--- config.mk ---
export PLATFORM = sky130hd
export DESIGN_NAME = natalius_mem_arbiter_flat
export DESIGN_NICKNAME = d
export VERILOG_FILES = /design/src/rtl/natalius_mem_arbiter_if.sv /design/src/rtl/natalius_mem_arbiter.sv /design/src/flat_wrapper.sv
export SDC_FILE = /design/constraint.sdc
export NUM_CORES = 1
export LEC_CHECK = 0
export BUFFER_PORTS_ARGS = -buffer_cell sky130_fd_sc_hd__buf_2
export CAP_MARGIN = 20
export CORE_ASPECT_RATIO = 1.2
export CORE_MARGIN = 1
export CORE_UTILIZATION = 30
export DETAILED_ROUTE_END_ITERATION = 12
export GPL_ROUTABILITY_DRIVEN = 1
export MAX_ROUTING_LAYER = met4
export SLEW_MARGIN = 40
export SYNTH_ARGS = -nofsm -noshare
export SYNTH_HDL_FRONTEND = slang
export SYNTH_SLANG_ARGS = --single-unit
--- constraint.sdc ---
create_clock -name clk -period 3.9 [get_ports clk]
set_clock_uncertainty 0.15 [all_clocks]
set_input_delay 0.39 -clock clk [delete_from_list [all_inputs] [get_ports clk]]
set_output_delay 0.39 -clock clk [all_outputs]
set_load 0.1 [all_outputs]
--- src/rtl/natalius_mem_arbiter_if.sv ---
// Pin bundle for natalius_mem_arbiter: Wishbone slave pins, VGA fetch port and SRAM macro pins.
// The slave modport is the arbiter's view; master is the view of everything around it.
interface natalius_mem_arbiter_if #(
  parameter int AW = 12,
  parameter int DW = 16
);
  logic              wbs_cyc_i;
  logic              wbs_stb_i;
  logic              wbs_we_i;
  logic [DW/8-1:0]   wbs_sel_i;
  logic [AW-1:0]     wbs_adr_i;
  logic [DW-1:0]     wbs_dat_i;
  logic [DW-1:0]     wbs_dat_o;
  logic              wbs_ack_o;

  logic              vid_req;
  logic [AW-1:0]     vid_addr;
  logic              vid_gnt;
  logic              vid_valid;
  logic [DW-1:0]     vid_data;

  logic              mem_csb;
  logic              mem_web;
  logic [DW/8-1:0]   mem_wmask;
  logic [AW-1:0]     mem_addr;
  logic [DW-1:0]     mem_din;
  logic [DW-1:0]     mem_dout;

  modport slave (
    input  wbs_cyc_i, wbs_stb_i, wbs_we_i, wbs_sel_i, wbs_adr_i, wbs_dat_i,
    output wbs_dat_o, wbs_ack_o,
    input  vid_req, vid_addr,
    output vid_gnt, vid_valid, vid_data,
    output mem_csb, mem_web, mem_wmask, mem_addr, mem_din,
    input  mem_dout
  );

  modport master (
    output wbs_cyc_i, wbs_stb_i, wbs_we_i, wbs_sel_i, wbs_adr_i, wbs_dat_i,
    input  wbs_dat_o, wbs_ack_o,
    output vid_req, vid_addr,
    input  vid_gnt, vid_valid, vid_data,
    input  mem_csb, mem_web, mem_wmask, mem_addr, mem_din,
    output mem_dout
  );
endinterface

--- src/rtl/natalius_mem_arbiter.sv ---
// Shares the natalius_soc single-port SRAM between the Wishbone host and the VGA line fetcher.
// Define NATALIUS_ARB_FAIRNESS_EN to add the starve counter that bounds host wait time.
module natalius_mem_arbiter #(
  parameter int AW = 12,
  parameter int DW = 16
`ifdef NATALIUS_ARB_FAIRNESS_EN
  ,
  parameter int STARVE_MAX = 4
`endif
) (
  input  logic                 clk,
  input  logic                 rst,
  natalius_mem_arbiter_if.slave bus
);
  localparam int BW = DW / 8;

  typedef enum logic [1:0] {
    IDLE,
    HOST_CAP,
    HOST_ACK
  } state_t;

  state_t          state_q, state_d;
  logic            wbAck_q, wbAck_d;
  logic [DW-1:0]   wbData_q, wbData_d;
  logic            vidValid_q, vidValid_d;
  logic [DW-1:0]   vidData_q, vidData_d;

  logic            hostPend;
  logic            hostWin;
  logic            vidWin;
  logic            starveHit;

  logic            memCsb;
  logic            memWeb;
  logic [BW-1:0]   memWmask;
  logic [AW-1:0]   memAddr;
  logic [DW-1:0]   memDin;

`ifdef NATALIUS_ARB_FAIRNESS_EN
  localparam int CW = $clog2(STARVE_MAX + 1);
  logic [CW-1:0]   starveCnt_q, starveCnt_d;

  assign starveHit = (starveCnt_q == CW'(STARVE_MAX));

  always_comb begin
    starveCnt_d = starveCnt_q;
    if (!hostPend || hostWin) begin
      starveCnt_d = '0;
    end else if (vidWin && !starveHit) begin
      starveCnt_d = starveCnt_q + CW'(1);
    end
  end
`else
  assign starveHit = 1'b0;
`endif

  // Video wins ties; the host only overtakes it once the starve limit is reached.
  always_comb begin
    hostPend = bus.wbs_cyc_i & bus.wbs_stb_i;
    hostWin  = (state_q == IDLE) & hostPend & (~bus.vid_req | starveHit);
    vidWin   = (state_q == IDLE) & bus.vid_req & ~hostWin;
  end

  always_comb begin
    memCsb   = 1'b1;
    memWeb   = 1'b1;
    memWmask = '0;
    memAddr  = '0;
    memDin   = '0;
    if (vidWin) begin
      memCsb  = 1'b0;
      memAddr = bus.vid_addr;
    end else if (hostWin) begin
      memCsb  = 1'b0;
      memAddr = bus.wbs_adr_i;
      if (bus.wbs_we_i) begin
        memWeb   = 1'b0;
        memWmask = bus.wbs_sel_i;
        memDin   = bus.wbs_dat_i;
      end
    end
  end

  always_comb begin
    state_d    = state_q;
    wbAck_d    = 1'b0;
    wbData_d   = wbData_q;
    vidValid_d = vidWin;
    vidData_d  = vidValid_q ? bus.mem_dout : vidData_q;
    case (state_q)
      IDLE: begin
        if (hostWin) begin
          state_d = bus.wbs_we_i ? HOST_ACK : HOST_CAP;
          wbAck_d = bus.wbs_we_i;
        end
      end
      HOST_CAP: begin
        if (!bus.wbs_cyc_i) begin
          state_d = IDLE;
        end else begin
          state_d  = HOST_ACK;
          wbAck_d  = 1'b1;
          wbData_d = bus.mem_dout;
        end
      end
      HOST_ACK: state_d = IDLE;
      default:  state_d = IDLE;
    endcase
  end

  always_ff @(posedge clk or negedge rst) begin
    if (!rst) begin
      state_q     <= IDLE;
      wbAck_q     <= 1'b0;
      wbData_q    <= '0;
      vidValid_q  <= 1'b0;
      vidData_q   <= '0;
`ifdef NATALIUS_ARB_FAIRNESS_EN
      starveCnt_q <= '0;
`endif
    end else begin
      state_q     <= state_d;
      wbAck_q     <= wbAck_d;
      wbData_q    <= wbData_d;
      vidValid_q  <= vidValid_d;
      vidData_q   <= vidData_d;
`ifdef NATALIUS_ARB_FAIRNESS_EN
      starveCnt_q <= starveCnt_d;
`endif
    end
  end

  // Dropping cyc during the ack cycle must still suppress the ack, hence the gate.
  assign bus.wbs_ack_o = wbAck_q & bus.wbs_cyc_i;
  assign bus.wbs_dat_o = wbData_q;
  assign bus.vid_gnt   = vidWin;
  assign bus.vid_valid = vidValid_q;
  assign bus.vid_data  = vidData_q;
  assign bus.mem_csb   = memCsb;
  assign bus.mem_web   = memWeb;
  assign bus.mem_wmask = memWmask;
  assign bus.mem_addr  = memAddr;
  assign bus.mem_din   = memDin;
endmodule

--- src/flat_wrapper.sv ---
// flat-port wrapper written by rule: the top's interface ports become plain ports
module natalius_mem_arbiter_flat 
#(
  parameter int AW = 12,
  parameter int DW = 16

)
  (clk, rst, bus_wbs_cyc_i, bus_wbs_stb_i, bus_wbs_we_i, bus_wbs_sel_i, bus_wbs_adr_i, bus_wbs_dat_i, bus_wbs_dat_o, bus_wbs_ack_o, bus_vid_req, bus_vid_addr, bus_vid_gnt, bus_vid_valid, bus_vid_data, bus_mem_csb, bus_mem_web, bus_mem_wmask, bus_mem_addr, bus_mem_din, bus_mem_dout);
  natalius_mem_arbiter_if #(.AW(AW), .DW(DW)) bus_i ();
  input  logic clk;
  input  logic rst;
  input wire logic [$bits(bus_i.wbs_cyc_i)-1:0] bus_wbs_cyc_i;
  input wire logic [$bits(bus_i.wbs_stb_i)-1:0] bus_wbs_stb_i;
  input wire logic [$bits(bus_i.wbs_we_i)-1:0] bus_wbs_we_i;
  input wire logic [$bits(bus_i.wbs_sel_i)-1:0] bus_wbs_sel_i;
  input wire logic [$bits(bus_i.wbs_adr_i)-1:0] bus_wbs_adr_i;
  input wire logic [$bits(bus_i.wbs_dat_i)-1:0] bus_wbs_dat_i;
  output wire logic [$bits(bus_i.wbs_dat_o)-1:0] bus_wbs_dat_o;
  output wire logic [$bits(bus_i.wbs_ack_o)-1:0] bus_wbs_ack_o;
  input wire logic [$bits(bus_i.vid_req)-1:0] bus_vid_req;
  input wire logic [$bits(bus_i.vid_addr)-1:0] bus_vid_addr;
  output wire logic [$bits(bus_i.vid_gnt)-1:0] bus_vid_gnt;
  output wire logic [$bits(bus_i.vid_valid)-1:0] bus_vid_valid;
  output wire logic [$bits(bus_i.vid_data)-1:0] bus_vid_data;
  output wire logic [$bits(bus_i.mem_csb)-1:0] bus_mem_csb;
  output wire logic [$bits(bus_i.mem_web)-1:0] bus_mem_web;
  output wire logic [$bits(bus_i.mem_wmask)-1:0] bus_mem_wmask;
  output wire logic [$bits(bus_i.mem_addr)-1:0] bus_mem_addr;
  output wire logic [$bits(bus_i.mem_din)-1:0] bus_mem_din;
  input wire logic [$bits(bus_i.mem_dout)-1:0] bus_mem_dout;
  assign bus_i.wbs_cyc_i = bus_wbs_cyc_i;
  assign bus_i.wbs_stb_i = bus_wbs_stb_i;
  assign bus_i.wbs_we_i = bus_wbs_we_i;
  assign bus_i.wbs_sel_i = bus_wbs_sel_i;
  assign bus_i.wbs_adr_i = bus_wbs_adr_i;
  assign bus_i.wbs_dat_i = bus_wbs_dat_i;
  assign bus_wbs_dat_o = bus_i.wbs_dat_o;
  assign bus_wbs_ack_o = bus_i.wbs_ack_o;
  assign bus_i.vid_req = bus_vid_req;
  assign bus_i.vid_addr = bus_vid_addr;
  assign bus_vid_gnt = bus_i.vid_gnt;
  assign bus_vid_valid = bus_i.vid_valid;
  assign bus_vid_data = bus_i.vid_data;
  assign bus_mem_csb = bus_i.mem_csb;
  assign bus_mem_web = bus_i.mem_web;
  assign bus_mem_wmask = bus_i.mem_wmask;
  assign bus_mem_addr = bus_i.mem_addr;
  assign bus_mem_din = bus_i.mem_din;
  assign bus_i.mem_dout = bus_mem_dout;
  natalius_mem_arbiter #(.AW(AW), .DW(DW)) u_core (.clk(clk), .rst(rst), .bus(bus_i));
endmodule
==> results of run 1 <==
==> through the flow <==
stage / hold WS, ps / setup slack [ps] / utilization / instance area [µm²] / std cells
5_1_grt: 125.9 / 1187 / 0.4550 / 2596 / 359
2_1_floorplan: -55.59 / 411.2 / - / 1797 / 150
3_3_place_gp: 332.7 / 1418 / 0.4340 / 2476 / 350
3_5_place_dp: 337.6 / 1374 / 0.4340 / 2476 / 350
6_report: 125.6 / 1328 / 0.4550 / 2596 / 359
4_1_cts: 70.25 / 1279 / 0.4529 / 2584 / 358
==> power groups by stage <==
stage | combinational [µW] | sequential (µW) | clock [µW]
final | 847 | 476 | 317
after global routing | 873 | 484 | 344
after CTS | 851 | 477 | 328
after detailed placement | 850 | 484 | 0
after global placement | 846 | 482 | 0
after floorplan | 228 | 965 | 0
==> repair_timing <==
action,4_1_cts,5_1_grt
gates resized for setup,0,0
endpoints found under the setup margin,0,0
hold buffers,0,1
hold endpoints to repair,0,36
buffers inserted,0,0
==> routing by layer <==
layer,share of wire,vias to the layer above,GRT usage
li1,-,767,-
met5,0,-,-
met1,0.40,712,0.1526
met2,0.51,87,0.2464
met4,0.016,0,0.06061
met3,0.080,6,0.03837
==> worst paths after layout <==
path / start / endpoint / slack (ps) / cells after the start
min: bus_wbs_we_i / u_core.state_q[0] / 130 / 2
min reg2reg: u_core.bus.wbs_dat_o[0] / u_core.bus.wbs_dat_o[0] / 350 / 1
min in group asynchronous: rst / u_core.bus.wbs_dat_o[3] / 450 / 2
max reg2reg: u_core.bus.vid_valid / u_core.bus.vid_data[12] / 2370 / 1
max in group asynchronous: rst / u_core.bus.vid_data[9] / 2840 / 2
max: u_core.state_q[0] / bus_mem_addr[0] / 1330 / 3
==> layout by cell type (no fill, tap or decap), types with 2 or more instances in the layout <==
cell type / netlist / layout
inv_1: 18 / 18
mux2_4: 8 / 8
dfrtp_1: 36 / 36
buf_4: 1 / 2
mux2_2: 24 / 24
buf_2: 3 / 129
o21ai_0: 2 / 2
clkbuf_8: 0 / 5
nand2b_1: 13 / 13
nor3_1: 19 / 19
o2bb2ai_1: 12 / 12
==> state kept, by name, indices dropped and copies added (netlist names) <==
name and cells:
u_core.bus.vid_data 16, u_core.bus.wbs_dat_o 16, u_core.state_q 2, u_core.bus.vid_valid 1, u_core.wbAck_q 1
==> cell families (layout without fill, tap and decap cells) <==
family | count (synthesis) | count (layout) | share of synthesized area
DFF | 36 | 36 | 0.5014
AOI/OAI and AO/OA | 15 | 15 | 0.06685
buffers and inverters | 29 | 158 | 0.08147
muxes | 32 | 32 | 0.2173
and+or+nand+nor | 38 | 38 | 0.1330
==> layout make-up <==
type                            count  share of cell area
Sequential cell                    36              0.3470
Multi-Input combinational cell     85              0.2887
Timing Repair Buffer              132              0.2583
Clock buffer                        6             0.02795
Clock inverter                      2             0.01349
Tap cell                           80             0.03855
Inverter                           18             0.02602
==> worst max-delay path, stage by stage, from the launching register on <==
cell       delay [ps]
dfrtp_1           440
nor3b_2           660
o2bb2ai_1         200
buf_2             450
==> reports/metrics.yaml, run 1 <==
cts:
  cts_tree: "built"
  htree_levels: 2
  clkLatencyLatePin_ps: 280
  max-clock-path-buffers: 2
  cts_root_buf: "clkbuf_8"
  clkSlewWorstSetupHoldPaths_ps: 70
  clock-sinks: 36
  cts_made_buffers: 5
critical_path:
  critPathMaxFanout: 14
  cp.arrival_ps: 2030
  crit_required_ps: 3360
  critPathKind: "register to output pin"
  cp-start-kind: "register"
  cp-end-kind: "output pin"
routing:
  drt_drc_violations_left: 0
  finalWirelength_mm: 4.177
  vias_per_cell: 4.379
  vias: 1572
  ant_nets: 0
  drt-pass1-iter-count: 4
  wl_per_cell_um: 11.64
  drt-initial-drc-count: 18
finish:
  seqCellArea_um2: 900.9
  diodes: 0
  syn2layout_area_growth_pct: 44.50
  multi_input_area_um2: 749.5
  fillers: 575
  nNetsFinal: 342
  drive_gt1_frac: 0.6201
timing:
  hold_viol: 0
  setup_viol: 0
  fin_crit_sh: 0.6596
  min_period_ps: 2572
  max_slew_margin: 0.4822
  drv_slew: 0
  fmaxAchievable_mhz: 388.8
  tightestPinTransition_ps: 773.3
  rsz0062_at_grt: "false"
  setup_tns_ps: 0
synth:
  syn_nets: 214
  ys_warn_count: 0
  synth_area_leader_cell: "dfrtp_1"
  ys_ff_latch: 36
  synthDistinctLibCells: 19
  synth_flop_cell: "dfrtp_1"
  ys_seq_area_frac: 0.5014
  avgSynthCellArea_um2: 11.98
  post-synth-top-area-fraction: 0.5014
  synth.most_common_cell: "dfrtp_1"
  synth_cells: 150
  ys_top_cells_by_count: "dfrtp_1 (36), mux2_2 (24), nor3_1 (19)"
  synth_edf_count: 0
  syn-cell-area_um2: 1797
  async_flop_share: 1.000
  synth_area_leaders: "dfrtp_1 (50%), mux2_2 (15%), mux2_4 (6.7%)"
global_route:
  grt_util_all_layers: 0.1426
  grt_pass1_vias: 1473
  overflow: 0
  grt_antenna_before_repair: 0
  grt_pass1_wl_mm: 6.617
  grt_max_degree: 37
floorplan:
  ios: 131
  start_util: 0.3149
  coreArea_um2: 5705
  rows: 30
  die_x_um: 72.65
  die_y_um: 86.78
  die_area_um2: 6304
pwr:
  power_frac_clock: 0.193
  combPwrFrac: 0.517
  p_int_uw: 783.2
  power_uw: 1640
  switching_share: 0.5226
  switching_power_uw: 857.2
  power_frac_seq: 0.290
  p_leak_uw: 0.001436
  peakVddDrop_mv: 0.2270
  powerDensity_nw_per_um2: 631.8
min_path:
  hp-class: "input port to register"
outcome:
  outcome: "complete, no violations"
place:
  gp_congestion: 0.7886
  hpwlAfterDp_mm: 3.143
  portBuffers: 130
flow_run:
  max_cap_violations: 0
Power figures use the tool's default switching activity.
==> run 2: changes to the inputs <==
==> constraint.sdc (replaced) <==
create_clock -name clk -period 2.55 [get_ports clk]
set_clock_uncertainty 0.15 [all_clocks]
set_input_delay 0.255 -clock clk [delete_from_list [all_inputs] [get_ports clk]]
set_output_delay 0.255 -clock clk [all_outputs]
set_load 0.1 [all_outputs]
==> run 2 against run 1 <==
Die area stayed put; clock power increased by 56%; cell area grew 21%; critical path type unchanged; critical path depth grew 1; critical endpoint is now bus_mem_web; combinational power grew 65%; wire length is 14% higher; via count increased by 4.2%; non-clock buffer count increased by 4.
==> reports/metrics.yaml, run 2 (synthesized netlist as in run 1, its figures left out) <==
cts:
  clock-sinks: 36  # unchanged
  cts_made_buffers: 5  # unchanged
  post_cts_resized: 0  # unchanged
  htree_levels: 2  # unchanged
  cts_tree: "built"
  cts_root_buf: "clkbuf_8"
  max-clock-path-buffers: 2  # unchanged
  clkLatencyLatePin_ps: 290  # about the same
  clkSlewWorstSetupHoldPaths_ps: 80  # about the same
critical_path:
  cp-end-kind: "output pin"
  cp.arrival_ps: 1830  # -200 ps
  critPathKind: "register to output pin"
  r2r-start: "u_core.bus.vid_valid"
  crit_required_ps: 2140  # -1220 ps
  critPathMaxFanout: 34  # +20
  crit_start: "u_core.state_q[0]"
  cp-start-kind: "register"
routing:
  drt-initial-drc-count: 19  # +1
  wl_per_cell_um: 13.13  # +13%
  vias_per_cell: 4.512  # +3.1%
  ant_nets: 0  # unchanged
  finalWirelength_mm: 4.766  # +14%
  vias: 1638  # +4.2%
  drt-pass1-iter-count: 3  # -1
  drt_drc_violations_left: 0  # unchanged
timing:
  hold_viol: 0  # unchanged
  drv_slew: 0  # unchanged
  rsz0062_at_grt: "false"
  whs_ps: 57.38  # -68.23 ps
  tightestPinTransition_ps: 500.4  # -272.8 ps
  min_period_ps: 2233
  fmaxAchievable_mhz: 447.8
  max_slew_margin: 0.6687  # +0.1864
  setup_viol: 0  # unchanged
  fin_crit_sh: 0.8758
finish:
  syn2layout_area_growth_pct: 75.56
  fillers: 518  # -9.9%
  layout_commonest_cell: "buf_2"
  diodes: 0  # unchanged
  nNetsFinal: 346  # +1.2%
  drive_gt1_frac: 0.6572  # +0.03717
  final_cell_mix: "buf_2 (98), dfrtp_1 (36), buf_12 (31), mux2_2 (24), nor3_1 (19)"
global_route:
  overflow: 0  # unchanged
  grt_antenna_before_repair: 0  # unchanged
  grt-busiest-layer: "met2"
  grt_util_all_layers: 0.1588  # +0.01612
  grt_pass1_wl_mm: 7.410  # +12%
  globalRouteMet3Util: 0.04419  # +0.005814
  grt.met1_usage: 0.1716  # +0.01895
  use_met2: 0.2821  # +0.03568
  grt_pass1_vias: 1596  # +8.4%
  grt_max_degree: 37  # unchanged
floorplan:
  rows: 30  # unchanged
  start_util: 0.3149  # unchanged
  coreArea_um2: 5705  # unchanged
  die_x_um: 72.65  # unchanged
  die_area_um2: 6304  # unchanged
  die_y_um: 86.78  # unchanged
  ios: 131  # unchanged
min_path:
  hp-class: "input port to register"
  min_from: "bus_mem_dout[2]"
place:
  hpwlAfterDp_mm: 3.660  # +16%
  gp_congestion: 0.7119  # -9.7%
  portBuffers: 130  # unchanged
outcome:
  outcome: "complete, no violations"
pwr:
  peakVddDrop_mv: 0.3576  # +57%
  powerDensity_nw_per_um2: 829.5  # +31%
  power_uw: 2617  # +60%
  p_leak_uw: 0.001569  # +9.3%
flow_run:
  max_cap_violations: 0  # unchanged
## run 2: where the power goes
| part | switching [µW] | leakage (µW) | internal, µW |
|---|---|---|---|
| registers | 52.8 | 0.000438 | 673 |
| clock network | 207 | 0.0000541 | 289 |
| logic | 1090 | 0.00108 | 308 |
| total | 1350 | 0.00157 | 1270 |
## run 2: critical path, cell delays in order, from the launching register on
cell and delay, ps:
dfrtp_1 430, nand4bb_1 160, buf_4 360, or2_2 180, buf_2 410
## run 2: cell type report
cell class,instances,area (µm²),area share
clock buffer,5,68.82,0.02182
clock inverter,3,42.54,0.01349
inverter,18,67.56,0.02142
multi-input combinational,85,805.8,0.2555
sequential,36,900.9,0.2856
tap,80,100.1,0.03173
timing repair buffer,136,1169,0.3705
## run 2: per-layer routing
layer	wire [µm]	up-vias
li1	-	775
met2	2476	74
met5	0	-
met1	1916	782
met4	76	0
met3	297	7
## run 2: stage by stage
stage                     area, µm²  cells  setup TNS, ps  setup WS [ps]  utilization
after floorplan                1853    150         -14970         -803.8            -
after global placement         3020    353              0          638.9       0.5294
after detailed placement       3020    353              0          610.1       0.5294
after CTS                      3152    363              0          293.1       0.5524
after global routing           3154    363              0          198.3       0.5529
final                          3154    363              0          316.8       0.5529
## run 2: worst paths after layout
path	end	slack [ps]	cells past startpoint
max	bus_mem_web	320	4
min	u_core.bus.wbs_dat_o[2]	60	2
max reg2reg	u_core.bus.vid_data[9]	1070	2
min reg2reg	u_core.bus.wbs_dat_o[4]	350	1
max in group asynchronous	u_core.state_q[0]	1620	2
min in group asynchronous	u_core.bus.wbs_dat_o[8]	310	2
## run 2: timing repair
| item | in CTS | in global routing |
|---|---|---|
| hold endpoints to repair | 37 | 0 |
| buffers inserted | 0 | 0 |
| hold buffers | 2 | 0 |
==> run 3: changes to the inputs <==
--- a/config.mk
+++ b/config.mk
@@ -5,6 +5,7 @@
 export SDC_FILE = /design/constraint.sdc
 export NUM_CORES = 1
 export LEC_CHECK = 0
+export ABC_AREA = 1
 export BUFFER_PORTS_ARGS = -buffer_cell sky130_fd_sc_hd__buf_2
 export CAP_MARGIN = 20
 export CORE_ASPECT_RATIO = 1.2
==> run 3 against run 2 <==
The run now ends with DRC left; setup slack worse by 190 ps; sequential power about the same; sequential cell count unchanged; combinational power down 5%; cell area down 20%; utilization down 8.7 points; fmax down 7.8%; critical path depth unchanged; synthesized cell count up 46%.
==> reports/metrics.yaml, run 3 <==
min_path:
  min_from: "bus_mem_dout[5]"
  hold_path_depth: 3  # +1
  hp-class: "input port to register"
timing:
  setup_viol: 0  # unchanged
  fin_crit_sh: 0.9495  # +0.07375
  tightestPinTransition_ps: 506.5  # +6.024 ps
  drv_slew: 0  # unchanged
  max_slew_margin: 0.6647  # -0.003989
  rsz0062_at_grt: "false"
  worst_slack_ps: 128.7  # -188.1 ps
  min_period_ps: 2421  # +188.1 ps
  fmaxAchievable_mhz: 413.0  # -7.8%
  hold_viol: 0  # unchanged
critical_path:
  crit_start: "u_core.state_q[0]"
  critPathMaxFanout: 17  # -50%
  cp.arrival_ps: 2020  # +190 ps
  cp-end-kind: "output pin"
  crit_required_ps: 2140  # about the same
  r2r_cells: 3  # +1
  cp-start-kind: "register"
  r2r-start: "u_core.state_q[0]"
  critPathKind: "register to output pin"
pwr:
  p_leak_uw: 0.001515  # -3.4%
  combPwrFrac: 0.548  # +0.015
  powerDensity_nw_per_um2: 961.7  # +16%
  power_uw: 2425  # -7.3%
  power_frac_seq: 0.300  # +0.023
  power_frac_clock: 0.152  # -0.037
  switching_power_uw: 1376  # +2.2%
  switching_share: 0.5674  # +0.05283
  peakVddDrop_mv: 0.3546  # -0.83%
  p_int_uw: 1049  # -17%
place:
  gp_congestion: 0.7539  # +5.9%
  dp_slack_ps: 426.5  # -183.5 ps
  dp_cells: 400  # +13%
  portBuffers: 130  # unchanged
  hpwlAfterDp_mm: 3.301  # -9.8%
finish:
  diodes: 0  # unchanged
  nNetsFinal: 410  # +18%
  final_cell_mix: "buf_2 (127), nand2_1 (58), dfrtp_1 (36), nor2_1 (30), inv_1 (24)"
  fin_cells: 408  # +12%
  utilization: 0.4663  # -0.08652
  layout_commonest_cell: "buf_2"
  fillers: 573  # +11%
  seqCellArea_um2: 900.9  # unchanged
  drive_gt1_frac: 0.4335  # -0.2237
  syn2layout_area_growth_pct: 46.33
  multi_input_area_um2: 684.4  # -15%
synth:
  post-synth-top-area-fraction: 0.5229  # +0.02148
  ys_ff_latch: 36  # unchanged
  ys_top_cells_by_count: "nand2_1 (58), dfrtp_1 (36), nor2_1 (35)"
  synth_flop_cell: "dfrtp_1"
  syn-cell-area_um2: 1723  # -4.1%
  synth_area_leader_cell: "dfrtp_1"
  avgSynthCellArea_um2: 7.867  # -34%
  ys_warn_count: 0  # unchanged
  synth.most_common_cell: "nand2_1"
  synth_cells: 219  # +46%
  async_flop_share: 1.000  # unchanged
  synthDistinctLibCells: 18  # -1
  syn_nets: 283  # +32%
  ys_seq_area_frac: 0.5229  # +0.02148
  synth_area_leaders: "dfrtp_1 (52%), nand2_1 (13%), nor2_1 (7.6%)"
  synth_edf_count: 0  # unchanged
global_route:
  overflow: 0  # unchanged
  grt_antenna_before_repair: 0  # unchanged
  grt_pass1_vias: 1668  # +4.5%
  grt_max_degree: 37  # unchanged
  grt_util_all_layers: 0.1573  # -0.001420
  grt_pass1_wl_mm: 7.258  # -2.1%
routing:
  wl_per_cell_um: 10.77  # -18%
  vias: 1801  # +10%
  drt-initial-drc-count: 112  # +93
  ant_nets: 0  # unchanged
  vias_per_cell: 4.414  # -2.2%
  finalWirelength_mm: 4.394  # -7.8%
  drt-pass1-iter-count: 9  # +6
  drt_drc_violations_left: 9  # +9
cts:
  clkLatencyLatePin_ps: 270  # -20 ps
  clkSlewWorstSetupHoldPaths_ps: 70  # about the same
  htree_levels: 2  # unchanged
  cts_made_buffers: 5  # unchanged
  cts_tree: "built"
  post-cts-setup-buffer-count: 0  # unchanged
  max-clock-path-buffers: 2  # unchanged
  cts_root_buf: "clkbuf_8"
  clock-sinks: 36  # unchanged
outcome:
  violations: "DRC"
  outcome: "finished with violations"
floorplan:
  die_y_um: 85.02  # -2.0%
  start_util: 0.3187  # +0.003764
  die_x_um: 71.18  # -2.0%
  ios: 131  # unchanged
  rows: 29  # -3.3%
  coreArea_um2: 5406  # -5.2%
  die_area_um2: 6051  # -4.0%
flow_run:
  max_cap_violations: 0  # unchanged
==> run 3: cell types whose count changed after synthesis, moves of 12 or more <==
cell	change
nor2_1	+35
nand4_1	+12
nand2b_1	-13
mux2_2	-24
a21oi_1	+15
nor3_1	-19
nand2_1	+58
o2bb2ai_1	-12
==> run 3: metrics by stage <==
step	TNS (ps)	hold slack (ps)	cell area, µm²
2_1_floorplan	-427.5	-190.6	1749
3_3_place_gp	0	237.4	2426
3_5_place_dp	0	242.6	2426
4_1_cts	0	64.51	2514
5_1_grt	0	68.96	2521
6_report	0	73.80	2521
==> run 3: cell type report <==
class / instances / share of cell area
timing repair buffer: 133 / 0.2710
inverter: 26 / 0.03871
multi-input combinational: 144 / 0.2715
sequential: 36 / 0.3573
clock inverter: 1 / 0.001985
clock buffer: 6 / 0.02878
tap: 62 / 0.03077
==> run 3: power by group through the flow <==
stage	clock, µW	sequential [µW]	combinational, µW
4_1_cts	389	727	1340
2_1_floorplan	0	1500	347
3_5_place_dp	0	738	1330
6_report	369	726	1330
3_3_place_gp	0	735	1330
5_1_grt	415	738	1390
==> run 3: logic make-up (layout without fill, tap and decap cells) <==
family                 Yosys count  after routing  synth area share
and+or+nand+nor                110            110            0.2832
buffers and inverters           39            166           0.09513
DFF                             36             36            0.5229
AOI/OAI and AO/OA               34             34           0.09876
==> run 3: path summary, 6_finish.rpt <==
check                      slack [ps]                       to
setup / recovery                  130          bus_mem_din[14]
hold / removal                     70   u_core.bus.vid_data[5]
setup reg to reg                 1020        u_core.state_q[0]
hold reg to reg                   330  u_core.bus.wbs_dat_o[5]
max in group asynchronous        1600     u_core.bus.vid_valid
min in group asynchronous         330  u_core.bus.wbs_dat_o[5]
==> run 3: timing repair <==
action	CTS	global route
hold endpoints to repair	36	0
hold buffers	1	0
setup endpoints to repair	0	2
gates resized for setup	0	2
==> run 3: critical path: stages (launching register included) <==
cell and delay, ps:
dfrtp_1 450, nor2_4 360, nand3_2 320, nor2_1 170, buf_2 440
==> run 3: routing by layer <==
metal / GRT usage / routed length (µm)
met4: 0.06000 / 59
met1: 0.1774 / 1862
met2: 0.2667 / 2097
met3: 0.03919 / 375
met5: - / 0
